===== config.mk =====
export PLATFORM = sky130hd
export DESIGN_NAME = timer_555_multi
export DESIGN_NICKNAME = d
export VERILOG_FILES = /design/src/rtl/timer_555_multi.sv
export SDC_FILE = /design/constraint.sdc
export NUM_CORES = 1
export LEC_CHECK = 0
export CORE_ASPECT_RATIO = 2
export CORE_MARGIN = 5
export CORE_UTILIZATION = 55
export DETAILED_ROUTE_END_ITERATION = 10
export DONT_BUFFER_PORTS = 1
export GPL_ROUTABILITY_DRIVEN = 0
export GPL_TIMING_DRIVEN = 0
export PLACE_DENSITY = 0.66
export SLEW_MARGIN = 20
export SYNTH_ARGS = -nofsm -noshare
export SYNTH_HDL_FRONTEND = slang
export SYNTH_SLANG_ARGS = --single-unit

===== constraint.sdc =====
create_clock -name CLK -period 6.85 [get_ports CLK]
set_input_delay 1.0275 -clock CLK [delete_from_list [all_inputs] [get_ports CLK]]
set_output_delay 1.0275 -clock CLK [all_outputs]
set_load 0.02 [all_outputs]

===== src/rtl/timer_555_multi.sv =====
// Multi-channel 555 timer emulation: each channel is a monostable (optionally
// retriggerable) or astable pulse generator clocked from CLK.
module timer_555_multi #(
  parameter int CHANNELS = 2,
  parameter int WIDTH    = 16,
  parameter bit RETRIG   = 1'b0
) (
  input  logic                      CLK,
  input  logic                      RESET,
  input  logic [CHANNELS-1:0]       TRG_N,
  input  logic [CHANNELS-1:0]       RST_N,
  input  logic [CHANNELS-1:0]       ASTABLE,
  input  logic [CHANNELS*WIDTH-1:0] HIGH_CNT,
  input  logic [CHANNELS*WIDTH-1:0] LOW_CNT,
  output logic [CHANNELS-1:0]       OUT,
  output logic [CHANNELS-1:0]       DONE
);

  // state  | meaning
  // IDLE   | waiting for a trigger (mono) or about to start (astable)
  // HIGH   | output high, counting the latched high length
  // END    | one-cycle DONE pulse, also the first low cycle in astable
  // LOW    | remaining low cycles of an astable period
  localparam logic [1:0] S_IDLE = 2'd0;
  localparam logic [1:0] S_HIGH = 2'd1;
  localparam logic [1:0] S_END  = 2'd2;
  localparam logic [1:0] S_LOW  = 2'd3;

  for (genvar i = 0; i < CHANNELS; i++) begin : g_ch
    logic [1:0]       state_q, state_d;
    logic [WIDTH-1:0] cnt_q, cnt_d;
    logic [WIDTH-1:0] lat_q, lat_d;
    logic             astb_q, astb_d;
    logic             prev_q;
    logic             detect;
    logic [WIDTH-1:0] hi_n, lo_n, term;

    // A programmed length of zero behaves as one cycle.
    assign hi_n   = (HIGH_CNT[i*WIDTH +: WIDTH] == '0) ? WIDTH'(1) : HIGH_CNT[i*WIDTH +: WIDTH];
    assign lo_n   = (LOW_CNT[i*WIDTH +: WIDTH] == '0) ? WIDTH'(1) : LOW_CNT[i*WIDTH +: WIDTH];
    assign detect = prev_q & ~TRG_N[i];
    assign term   = lat_q - WIDTH'(1);

    always_comb begin
      state_d = state_q;
      cnt_d   = cnt_q;
      lat_d   = lat_q;
      astb_d  = astb_q;
      if (!RST_N[i]) begin
        state_d = S_IDLE;
        cnt_d   = '0;
      end else begin
        case (state_q)
          S_IDLE: begin
            if (ASTABLE[i] || detect) begin
              state_d = S_HIGH;
              cnt_d   = '0;
              lat_d   = hi_n;
              astb_d  = ASTABLE[i];
            end
          end
          S_HIGH: begin
            if (RETRIG && !astb_q && detect) begin
              cnt_d = '0;
              lat_d = hi_n;
            end else if (cnt_q == term) begin
              state_d = S_END;
              cnt_d   = '0;
            end else begin
              cnt_d = cnt_q + WIDTH'(1);
            end
          end
          S_END: begin
            astb_d = ASTABLE[i];
            if (!ASTABLE[i]) begin
              state_d = S_IDLE;
            end else if (lo_n == WIDTH'(1)) begin
              state_d = S_HIGH;
              cnt_d   = '0;
              lat_d   = hi_n;
            end else begin
              // END already served as the first low cycle.
              state_d = S_LOW;
              cnt_d   = WIDTH'(1);
              lat_d   = lo_n;
            end
          end
          default: begin
            if (cnt_q == term) begin
              state_d = S_HIGH;
              cnt_d   = '0;
              lat_d   = hi_n;
            end else begin
              cnt_d = cnt_q + WIDTH'(1);
            end
          end
        endcase
      end
    end

    always_ff @(posedge CLK) begin
      if (RESET) begin
        state_q <= S_IDLE;
        cnt_q   <= '0;
        lat_q   <= '0;
        astb_q  <= 1'b0;
        prev_q  <= 1'b0;
      end else begin
        state_q <= state_d;
        cnt_q   <= cnt_d;
        lat_q   <= lat_d;
        astb_q  <= astb_d;
        prev_q  <= TRG_N[i];
      end
    end

    assign OUT[i]  = (state_q == S_HIGH);
    assign DONE[i] = (state_q == S_END);
  end

endmodule

==> flow_metrics.tcl <==
set metrics [dict create \
    rsz0062_at_grt "false" \
    post_dp_cell_area_mm2 0.004806 \
    min_from "g_ch[0].state_q[1]" \
    post-route-period-util 0.6198 \
    port_buffers 0 \
    synth-edff-count 0 \
    hpwlAfterDp_um 10740 \
    viasPerCell 6.322 \
    cts-root-buf "clkbuf_16" \
    yosysMostFrequentCell "nor2_1" \
    worst_pin_slew_ns 0.8966 \
    syn_avg_cell_area_um2 8.131 \
    switchingPower_uw 338.3 \
    synth_top_area_cell "dfxtp_1" \
    synth_cells 576 \
    drv_cap 0 \
    final_area_mm2 0.005130 \
    cts_tree "built" \
    antenna_found_initial 0 \
    ys.flop_type "dfxtp_1" \
    fin_crit_ns 4.245 \
    ir_drop_uv 154.8 \
    synth_top_area_share 0.2992 \
    p_leak_uw 0.001711 \
    fp.dieArea_mm2 0.01057 \
    path_buf_inv 4 \
    synth_nets 658 \
    crit_family "compound AO/OA/AOI/OAI gates" \
    grt_pass1_wl_um 21030 \
    h-tree-depth 3 \
    fmax_ghz 0.2355 \
    path_max_fanout 10 \
    crit_path_max_incr_delay_ns 0.71 \
    power_density_mw_per_mm2 232.1 \
    avgRoutedWirePerCell_um 19.28 \
    synth_common_cells "nor2_1, dfxtp_1, mux2i_1, xnor2_1, xor2_1" \
    place_ws_ns 2.803 \
    p_sw_frac 0.2841 \
    combPwrFrac 0.203 \
    endpoint_kind "flip-flop" \
    internal-power_uw 852.4 \
    hold_viol 0 \
    ys_seq_area_frac 0.2992 \
    clkTransAtPathRegs_ns 0.06 \
    finalSetupViolCount 0 \
    worstSetupStartpoint "g_ch[1].lat_q[0]" \
    fin_tns_setup_ns 0 \
    clock-sinks 70 \
    grt_max_degree 13 \
    path_cells "buf_2 -> inv_1 -> ha_1 -> clkbuf_1 -> nor3b_1 -> nand4_1 -> xnor2_1 -> a2111oi_0 -> nand4_1 -> a2111oi_4 -> buf_2 -> a211oi_1" \
    rrSetupSlack_ns 2.60 \
    num_rows 47 \
    finalMaxSlewViolations 0 \
    worstSetupPathType "flip-flop to flip-flop" \
    finalWorstSetupSlack_ns 2.605 \
    synth.yosys.warnings 0 \
    postCtsResizedCells 0 \
    crit_slowest_cell "a2111oi_0" \
    power_frac_seq 0.376 \
    hp-class "flip-flop to flip-flop" \
    cts_buffers 9 \
    gr-total-overflow 0 \
    status "finished, final reports clean" \
    drt_iter0_drc 181 \
    firstDrtPassIters 4 \
    dr_total_vias 4362 \
    grt_pass1_vias 4461 \
    clk_path_buf_depth 2 \
    clk-insertion-delay-late_ns 0.33 \
    fin_cells 690 \
    layout-drive-gt1-share 0.07095 \
    start_util 0.5648 \
    grt_use_total 0.2598 \
    drc 0 \
    async_flop_share 0 \
    postCtsSetupBuffers 0 \
    cts_hold_buf 0 \
    drtAntennaViolNets 0 \
    crit_path_start_kind "flip-flop" \
    maxSlewHeadroom 0.3968 \
    syn2layout_area_growth_pct 9.538 \
    yosysUniqueCellTypes 57 \
    syn-cell-area_mm2 0.004683 \
    coreArea_mm2 0.008292 \
    ys_ff_latch 70 \
    pwr-share-clk 0.421 \
    antennaDiodeCount 0 \
    clock-skew-final_ns 0.006355 \
    routed_wl_um 13300 \
    timing.rr.start "g_ch[1].lat_q[0]" \
    place_inst 674 \
    num-nets-final 669 \
    cp.arrival_ns 4.43 \
    ioPinCount 76 \
    cp_data_required_time_ns 7.03 \
    chipWidth_um 75.25 \
    synth_area_leaders "dfxtp_1, mux2i_1, xnor2_1, nor2_1, xor2_1" \
    die_y_um 140.5 \
]
power groups by stage:
| stage | Sequential (µW) | Combinational [µW] | Clock [µW] |
|---|---|---|---|
| CTS | 447 | 240 | 508 |
| finish | 448 | 241 | 502 |
| detailed placement | 456 | 238 | 0 |
| global route | 449 | 265 | 528 |
| global placement | 455 | 233 | 0 |
| floorplan | 449 | 186 | 0 |
stage by stage:
stage,hold WS (ns),total power (µW),utilization
2_1_floorplan,0.4548,635.6,-
3_3_place_gp,0.4698,688.1,0.5796
3_5_place_dp,0.4841,693.4,0.5796
4_1_cts,0.4916,1195,0.6187
5_1_grt,0.5160,1242,0.6187
6_report,0.4853,1191,0.6187
metal layers:
metal / vias up / GRT usage / share of wire
met5: - / 0 / 0
met4: 0 / 0.1696 / 0.066
met3: 49 / 0.05237 / 0.053
met2: 150 / 0.5009 / 0.57
met1: 2044 / 0.2208 / 0.31
li1: 2119 / - / -
sequential cells by signal, summed over array words and instances, names as in the netlist:
signal,flops
g_ch.lat_q,32
g_ch.state_q,4
g_ch.prev_q,2
g_ch.cnt_q,32
area by class of cell:
cell class                 count  area, µm²
tap                           98      122.6
buffer                        31      167.7
inverter                      21      78.83
clock inverter                 6      85.08
clock buffer                  10      239.0
multi-input combinational    454       3035
fill                         767       3162
sequential                    70       1401
kinds of logic (layout without fill, tap and decap cells):
| kind of cell | after synthesis | in the layout | share of synthesized area |
|---|---|---|---|
| fa+ha+maj | 10 | 10 | 0.02672 |
| compound gates | 101 | 101 | 0.1534 |
| flops | 70 | 70 | 0.2992 |
| simple gates | 245 | 245 | 0.2752 |
| mux | 35 | 35 | 0.07507 |
| buf+inv | 52 | 68 | 0.05263 |
| xor+xnor | 63 | 63 | 0.1178 |
cells in the final DEF (no fill, tap or decap), drive strengths merged, types with 3 or more instances in the layout:
cell type,Yosys,layout
o21ai,24,24
xor2,30,30
buf,14,14
nand2,27,27
a41oi,7,7
ha,10,10
a22oi,3,3
xnor2,33,33
a211oi,22,22
and3,3,3
nand3b,5,5
or4,25,25
nor3,16,16
nor2,76,76
a21oi,14,14
nor3b,5,5
nor2b,5,5
clkbuf,16,26
nor4,24,24
or2,3,3
nand2b,19,19
dfxtp,70,70
mux2i,34,34
o31ai,3,3
a21o,4,4
nand3,17,17
inv,21,21
or3,5,5
nand4,11,11
a2111oi,5,5
worst min-delay path: stages (launching register included):
cell and delay, ns:
dfxtp_1 0.32, nand2_1 0.06, mux2i_1 0.06
path summary, 6_finish.rpt:
path	to	depth (start not counted)
worst min-delay path	g_ch[0].state_q[1]	2
worst min register to register	g_ch[0].state_q[1]	2
worst max register to register	g_ch[1].lat_q[8]	12
worst max-delay path	g_ch[1].lat_q[8]	12
Note: power is estimated with default switching activity, not from simulation.
